File: config.mk
export PLATFORM = sky130hd
export DESIGN_NAME = exec_mc
export DESIGN_NICKNAME = d
export VERILOG_FILES = /design/src/rtl/exec_mc.sv
export SDC_FILE = /design/constraint.sdc
export NUM_CORES = 1
export LEC_CHECK = 0
export BUFFER_PORTS_ARGS = -buffer_cell sky130_fd_sc_hd__buf_4
export CAP_MARGIN = 5
export CORE_AREA = 2 2 224 226
export DETAILED_ROUTE_END_ITERATION = 10
export DIE_AREA = 0 0 226 228
export PLACE_DENSITY = 0.7
export SLEW_MARGIN = 20
export SYNTH_ARGS = -nofsm -noshare
export SYNTH_HDL_FRONTEND = slang
export SYNTH_SLANG_ARGS = --single-unit
File: constraint.sdc
create_clock -name clk -period 6.3 [get_ports clk]
set_input_delay 0.315 -clock clk [delete_from_list [all_inputs] [get_ports clk]]
set_output_delay 0.315 -clock clk [all_outputs]
set_load 0.05 [all_outputs]
File: src/rtl/exec_mc.sv
// Multi-cycle tenyr execution unit: rhs = f(X, O) + A.
// Single-cycle ALU ops plus an iterative shift-add multiplier.
module exec_mc #(
    parameter int WIDTH    = 32,
    parameter int MUL_BITS = 1
) (
    input  logic             clk,
    input  logic             reset_n,
    input  logic             flush,
    input  logic             in_valid,
    output logic             in_ready,
    input  logic [3:0]       op,
    input  logic             swap,
    input  logic [WIDTH-1:0] x,
    input  logic [WIDTH-1:0] y,
    input  logic [WIDTH-1:0] imm,
    output logic             out_valid,
    input  logic             out_ready,
    output logic [WIDTH-1:0] result,
    output logic             err,
    output logic             busy
);

    localparam int MUL_CYC = WIDTH / MUL_BITS;
    localparam int CW      = (MUL_CYC > 1) ? $clog2(MUL_CYC) : 1;

    typedef enum logic [1:0] {
        S_IDLE,
        S_MUL,
        S_HOLD
    } state_t;

    state_t           r_state;
    state_t           w_next;
    logic [WIDTH-1:0] r_result;
    logic             r_err;
    logic [WIDTH-1:0] r_acc;
    logic [WIDTH-1:0] r_mcand;
    logic [WIDTH-1:0] r_mplier;
    logic [WIDTH-1:0] r_addend;
    logic [CW-1:0]    r_cnt;

    logic [WIDTH-1:0] w_o;
    logic [WIDTH-1:0] w_a;
    logic [WIDTH-1:0] w_f;
    logic [WIDTH-1:0] w_alu;
    logic [WIDTH-1:0] w_part;
    logic [WIDTH-1:0] w_acc_nxt;
    logic             w_rsv;
    logic             w_accept;
    logic             w_is_mul;
    logic             w_sh_big;

    assign in_ready  = reset_n && !flush &&
                       (r_state == S_IDLE ||
                        (r_state == S_HOLD && out_ready));
    assign w_accept  = in_valid && in_ready;
    assign w_is_mul  = (op == 4'h3);
    assign out_valid = (r_state == S_HOLD);
    assign busy      = (r_state == S_MUL);
    assign result    = r_result;
    assign err       = r_err;

    assign w_o      = swap ? imm : y;
    assign w_a      = swap ? y : imm;
    assign w_sh_big = (w_o >= WIDTH'(WIDTH));

    always_comb begin
        w_f   = '0;
        w_rsv = 1'b0;
        case (op)
            4'h0: w_f = x | w_o;
            4'h1: w_f = x & w_o;
            4'h2: w_f = x + w_o;
            4'h3: w_f = '0;
            4'h5: w_f = w_sh_big ? '0 : (x << w_o);
            4'h6: w_f = {WIDTH{$signed(x) < $signed(w_o)}};
            4'h7: w_f = {WIDTH{x == w_o}};
            4'h8: w_f = {WIDTH{$signed(x) > $signed(w_o)}};
            4'h9: w_f = x & ~w_o;
            4'hA: w_f = x ^ w_o;
            4'hB: w_f = x - w_o;
            4'hC: w_f = x ^ ~w_o;
            4'hD: w_f = w_sh_big ? '0 : (x >> w_o);
            4'hE: w_f = {WIDTH{x != w_o}};
            default: w_rsv = 1'b1;
        endcase
        w_alu = w_rsv ? '0 : (w_f + w_a);
    end

    // One radix-2^MUL_BITS digit of the multiplier per cycle
    always_comb begin
        w_part = '0;
        for (int b = 0; b < MUL_BITS; b++) begin
            if (r_mplier[b]) begin
                w_part = w_part + (r_mcand << b);
            end
        end
        w_acc_nxt = r_acc + w_part;
    end

    always_comb begin
        w_next = r_state;
        case (r_state)
            S_IDLE: begin
                if (w_accept) begin
                    w_next = w_is_mul ? S_MUL : S_HOLD;
                end
            end
            S_MUL: begin
                if (r_cnt == '0) begin
                    w_next = S_HOLD;
                end
            end
            S_HOLD: begin
                if (w_accept) begin
                    w_next = w_is_mul ? S_MUL : S_HOLD;
                end else if (out_ready) begin
                    w_next = S_IDLE;
                end
            end
            default: w_next = S_IDLE;
        endcase
        if (flush) begin
            w_next = S_IDLE;
        end
    end

    always_ff @(posedge clk or negedge reset_n) begin
        if (!reset_n) begin
            r_state <= S_IDLE;
        end else begin
            r_state <= w_next;
        end
    end

    always_ff @(posedge clk or negedge reset_n) begin
        if (!reset_n) begin
            r_result <= '0;
            r_err    <= 1'b0;
            r_acc    <= '0;
            r_mcand  <= '0;
            r_mplier <= '0;
            r_addend <= '0;
            r_cnt    <= '0;
        end else if (!flush) begin
            if (w_accept) begin
                if (w_is_mul) begin
                    r_acc    <= '0;
                    r_mcand  <= x;
                    r_mplier <= w_o;
                    r_addend <= w_a;
                    r_cnt    <= CW'(MUL_CYC - 1);
                end else begin
                    r_result <= w_alu;
                    r_err    <= w_rsv;
                end
            end else if (r_state == S_MUL) begin
                r_acc    <= w_acc_nxt;
                r_mcand  <= r_mcand << MUL_BITS;
                r_mplier <= r_mplier >> MUL_BITS;
                if (r_cnt == '0) begin
                    r_result <= w_acc_nxt + r_addend;
                    r_err    <= 1'b0;
                end else begin
                    r_cnt <= r_cnt - 1'b1;
                end
            end
        end
    end

endmodule

# [After elaboration in Yosys (flattened, before gate mapping)]
# Index checks and enable logic that the tools add are counted.
[classes] addsub=6 multipliers=0 n_div=0 n_lt_le_gt_ge=3 n_eq_ne=23 n_shift=2 mux=36 n_bitwise=7 n_reduce_logical=17
[op_table] cell="2-to-1 mux 32 bit" n=19
[op_table] cell="one-hot mux 32 bit (13 select lines)" n=1
[op_table] cell="adder 32 bit" n=4
[op_table] cell="bitwise AND 32 bit" n=2
[op_table] cell="bitwise XOR 32 bit" n=2
[op_table] cell="== test 32 bit" n=1
[op_table] cell=">= comparator 32 x 6 -> 1 bit (second input constant)" n=1
[op_table] cell="> comparator 32 bit" n=1
[op_table] cell="less-than comparator 32 bit" n=1
[op_table] cell="!= test 32 bit" n=1
[op_table] cell="NOT 32 bit" n=1
[op_table] cell="OR 32 bit" n=1
[op_table] cell="<< shifter 32 x 32 -> 32 bit" n=1
[op_table] cell="right shift 32 x 32 -> 32 bit" n=1
[op_table] cell="subtractor 32 bit" n=1
[op_table] cell="== test 4 bit (second input constant)" n=7
[op_table] cell="2-to-1 mux 5 bit" n=4
[op_table] cell="OR reduction 14 bit" n=1
[op_table] cell="== test 4 x 3 -> 1 bit (second input constant)" n=3
[op_table] cell="2-to-1 mux 2 bit" n=6
[op_table] cell="AND reduction 3 bit" n=3
[op_table] cell="== test 4 x 2 -> 1 bit (second input constant)" n=2
[op_table] cell="AND reduction 4 bit" n=2
[op_table] cell="one-hot mux 2 bit (3 select lines)" n=1
[op_table] cell="other kinds (18)" n=27
[totals] ff_bits=168 latch_bits=0 ramBits=0 mem_bits_ro=0 input_bits=106 output_inout_bits=36 wordCells=102 memories=0

# [Depth between registers and ports, before layout]
[logic_depth] ltp_word=8 ltp_mapped=35 mapped_depth_nobuf=27

# [Worst setup path before layout]
# OpenSTA, ideal clock, no wires.
[synth_timing] kind="input to register" startpoint="input swap" endpoint="register r_result[30] (netlist: result[30])" setup_ps=124 arrival_ps=7298 required_ps=6176 setup_slack_ps=-1122 stages=31 n_path_buf=9 cell_sequence="buf_2 > buf_6 > buf_2 > buf_2 > clkbuf_1 > mux2i_1 > ha_1 > clkbuf_1 > nor4_1 > nand3_1 > or4_1 > or3_1 > and3_1 > clkbuf_1 > buf_2 > buf_1 > nand3_1 > ha_1 > inv_1 > fa_1 > nand2b_1 > a21oi_1 > o21ai_0 > o41ai_1 > a21o_1 > o41a_1 > a211o_1 > a21oi_1 > xnor2_1 > a221oi_2 > nor2_1"
[synth_between] elab_chain_cells=8 elab_cells_between_ends=24 cone_classes="add/sub (3); order compare (3); eq/ne (2); shift (2); mux (8); bitwise (6)"
[synth_lines] item="from (decl)" line_no="13" rtl="input logic swap,"
[synth_lines] item="2-to-1 mux 32 bit" line_no="64" rtl="assign w_o = swap ? imm : y;"
[synth_lines] item=">= comparator 32 x 6 -> 1 bit (tied with other cells)" line_no="66" rtl="assign w_sh_big = (w_o >= WIDTH'(WIDTH));"
[synth_lines] item="2-to-1 mux 32 bit (tied with other cells)" line_no="84" rtl="4'hD: w_f = w_sh_big ? '0 : (x >> w_o);"
[synth_lines] item="one-hot mux 32 bit (13 select lines)" line_no="71" rtl="case (op)"
[synth_lines] item="adder 32 bit (*)" line_no="88" rtl="w_alu = w_rsv ? '0 : (w_f + w_a);"
[synth_lines] item="2-to-1 mux 32 bit (*)" line_no="88"
[synth_lines] item="2-to-1 mux 32 bit (*)" line_no="148" rtl="if (w_is_mul) begin"
[synth_lines] item="2-to-1 mux 32 bit (*)" line_no="147" rtl="if (w_accept) begin"
[synth_lines] item="to (signal assigned)" line_no="155" rtl="r_result <= w_alu;"
[synth_lines] item="to (signal assigned)" line_no="163" rtl="r_result <= w_acc_nxt + r_addend;"
[synth_lines] item="to (decl)" line_no="35" rtl="logic [WIDTH-1:0] r_result;"
# Mark *: on every way between the ends. The rest lies on a longest branch, timed or not. The select of a mux whose other input is x is not followed.
# A chain may end at the register's enable or synchronous reset.

# [Final worst setup path]
[layout_timing] startpoint="register r_mplier[0]" endpoint="register r_result[30] (netlist: result[30])"
[layout_between] elab_chain_cells=6
[layout_lines] item="from (decl)" line_no="39" rtl="logic [WIDTH-1:0] r_mplier;"
[layout_lines] item="from (signal assigned)" line_no="151" rtl="r_mplier <= w_o;"
[layout_lines] item="from (signal assigned)" line_no="161" rtl="r_mplier <= r_mplier >> MUL_BITS;"
[layout_lines] item="2-to-1 mux 32 bit" line_no="95" rtl="if (r_mplier[b]) begin"
[layout_lines] item="adder 32 bit" line_no="99" rtl="w_acc_nxt = r_acc + w_part;"
[layout_lines] item="adder 32 bit" line_no="163"
[layout_lines] item="2-to-1 mux 32 bit" line_no="162" rtl="if (r_cnt == '0) begin"
[layout_lines] item="2-to-1 mux 32 bit" line_no="158" rtl="end else if (r_state == S_MUL) begin"
[layout_lines] item="2-to-1 mux 32 bit" line_no="147"
# No other way between the ends. The select of a mux whose other input is x is not followed.

==> impl_metrics.csv <==
group,metric,value,unit
hold_path,hold_class,"in2reg",
clock_network,cts_root_buf,"clkbuf_16",
worst_setup_path,start_kind,"register",
synth,synth_flop_cell,"dfrtp_1",
drt,wl_per_cell,26.0,µm
synth,synth_cell_types,77,
synth,synth_edf_count,0,
floorplanning,start_util,0.443,
worst_setup_path,cp_slowest_cell,"or4_1",
timing,fin_crit_sh,0.949,
clock_network,cts_made_buffers,17,
clock_network,clk_latency,460,ps
synth,synth-seq-cells,168,
hold_path,min_from,"out_ready",
timing,fin_crit,5980,ps
final_layout,multi_input_area,16700,µm²
drt,antenna_left,0,
final_layout,final_nets,3590,
global_route,grt-ovfl-total,0,
clock_network,cts_tree,"built",
timing,clock_skew,17.5,ps
worst_setup_path,timing.reg2reg.setup_slack,320,ps
timing,fin_setup_tns,0,ps
hold_path,hold_depth,3,
worst_setup_path,cp_top_family,"compound AO/OA/AOI/OAI gates",
final_layout,syn2layout_area_growth,21.2,%
worst_setup_path,crit_arrival,6330,ps
floorplanning,die_w,226,µm
synth,ys_async_sr_fraction,1.00,
worst_setup_path,r2r_cells,25,
worst_setup_path,r2r_start,"r_mplier[0]",
worst_setup_path,critPathKind,"reg2reg",
floorplanning,die-area,51500,µm²
synth,syn_area,21900,µm²
timing,fmax,167,MHz
final_layout,mostFrequentLayoutCell,"buf_4",
timing,hold_viol_final,0,
synth,syn_nets,3281,
global_route,antenna_found_initial,0,
timing,worst_slew_pin_slew,1160,ps
final_layout,final_cell_mix,"468 x buf_4, 349 x nor2_1, 324 x nand2_1",
timing,hold_ws,173,ps
drt,first_iter_violations,3270,
synth,syn_inst,2975,
floorplanning,rows,82,
global_route,grt_max_degree,93,
drt,drcViolationCount,0,
timing,drv_slew,0,
clock_network,htreeDepth,4,
drt,postRouteWirelength,103000,µm
global_route,track_usage,0.395,
hold_path,min_to,"r_state[1]",
floorplanning,ios,142,
pwr,ir_worst_vdd,0.230,mV
placement,gp_congestion,1.13,
placement,portBuffers,141,
worst_setup_path,worstReg2RegEnd,"result[30]",
run,cap_violations,0,
placement,hpwl,82400,µm
global_route,grt_pass1_vias,24600,
pwr,p_leak,12.2,nW
worst_setup_path,path_buf_inv,1,
worst_setup_path,end_kind,"register",
final_layout,drive_gt1_frac,0.199,
synth,yosysWarnings,0,
worst_setup_path,critPathMaxStageDelay,560,ps
worst_setup_path,required,6640,ps
global_route,grt_pass1_wl,154000,µm
final_layout,antennaDiodeCount,0,
final_layout,fill_cells,4731,
floorplanning,die_height,228,µm
clock_network,clock_sinks,168,
drt,avgViaCountPerCell,6.40,
drt,vias,25400,
outcome,status,"finished clean",
worst_setup_path,worst-path-max-fanout,28,
clock_network,path_clk_slew,70,ps
floorplanning,core_area,49300,µm²
clock_network,cts.path.max_buffers,2,
timing,finalSetupViolations,0,
pwr,p_per_area,242,nW/µm²
synth,postSynthAreaPerCell,7.35,µm²
final_layout,regArea,4200,µm²
timing,slew-limit-headroom,0.222,
drt,drtPass1Iterations,6,
worst_setup_path,cp_num_cells,25,
synth,seq_area_frac_synth,0.192,
worst max-delay path by stage:
stage | start | end | slack (ps)
floorplan | swap | result[30] | 20
global placement | swap | result[30] | -120
detailed placement | swap | result[30] | -100
CTS | r_mplier[0] | result[30] | 270
global route | swap | result[31] | -30
finish | r_mplier[0] | result[30] | 320
worst reg2reg max path, stage by stage (launching register included):
cell and delay (ps):
dfrtp_1 480, buf_6 260, and2_1 230, ha_1 280, o21a_1 190, o211ai_1 160
or4_1 560, nand2_1 200, a21oi_1 120, o21a_1 220, o21bai_1 200, a31o_2 180
a21oi_1 80, xnor2_1 250, ha_1 360, o2111ai_1 160, nor2b_1 90, o221a_2 160
a211oi_2 290, o21bai_2 150, a41o_1 280, a21o_1 220, a311oi_2 310, xnor2_1 130
a221oi_2 220, nor2_1 70
synth_stat cells, drive strengths merged (39+ instances only):
| cell type | n | area, µm² |
|---|---|---|
| dfrtp | 168 | 4200 |
| a21oi | 265 | 1330 |
| nor3 | 49 | 245 |
| a21o | 44 | 330 |
| ha | 195 | 2440 |
| xnor2 | 114 | 998 |
| o211ai | 47 | 353 |
| o21ai | 265 | 1330 |
| a221oi | 40 | 357 |
| buf | 42 | 190 |
| mux2i | 90 | 926 |
| o22ai | 39 | 244 |
| nand2 | 325 | 1220 |
| mux2 | 61 | 687 |
| clkbuf | 149 | 559 |
| nand3 | 93 | 465 |
| inv | 118 | 443 |
| and2 | 42 | 263 |
| nor2 | 351 | 1320 |
report_power, final:
group | internal, mW | switching, mW
logic | 1.43 | 2.25
registers | 1.42 | 0.249
clock network | 0.587 | 0.482
total | 3.43 | 2.98
state kept, by name, summed over array words and instances (netlist names):
register	cells
result	32
r_cnt	5
r_addend	32
r_mcand	32
r_acc	32
r_state	2
r_mplier	32
err	1
final cells by class:
cell class | instances | area share
clock buffer | 18 | 0.0162
clock inverter | 14 | 0.00571
inverter | 120 | 0.0171
multi-input combinational | 2496 | 0.629
sequential | 168 | 0.159
tap | 672 | 0.0317
timing repair buffer | 481 | 0.141
through the flow:
step	cell area [µm²]	power, mW	instances	setup WS, ps	utilization
final	26500	6.41	3969	318	0.537
after floorplan	22100	3.92	2975	16.6	-
after detailed placement	25900	5.26	3934	-100	0.524
after CTS	26400	6.34	3967	268	0.536
after global placement	25900	5.17	3934	-123	0.524
after global routing	26500	6.79	3969	-26.5	0.537
layer usage:
layer / up-vias / track usage / share of wire
met5: - / 0.00380 / 0.00029
met4: 2 / 0.243 / 0.072
met3: 295 / 0.0654 / 0.092
met2: 1540 / 0.602 / 0.43
met1: 12100 / 0.520 / 0.40
li1: 11500 / - / -
logic make-up after synthesis:
logic type               count (synthesis)  synth area share
flip-flops                             168             0.192
buffers and inverters                  311            0.0549
AO/OA/AOI/OAI                          981             0.286
XOR/XNOR                               140            0.0561
adder cells (fa/ha/maj)                200             0.116
multiplexers                           167            0.0902
AND/OR/NAND/NOR                       1008             0.204
what timing repair did:
item / CTS / global route
gates resized for setup: 0 / 8
hold buffers: 1 / 0
setup buffers: 0 / 1
hold endpoints to repair: 48 / 0
endpoints found under the setup margin: 0 / 7
Power figures use the tool's default switching activity.
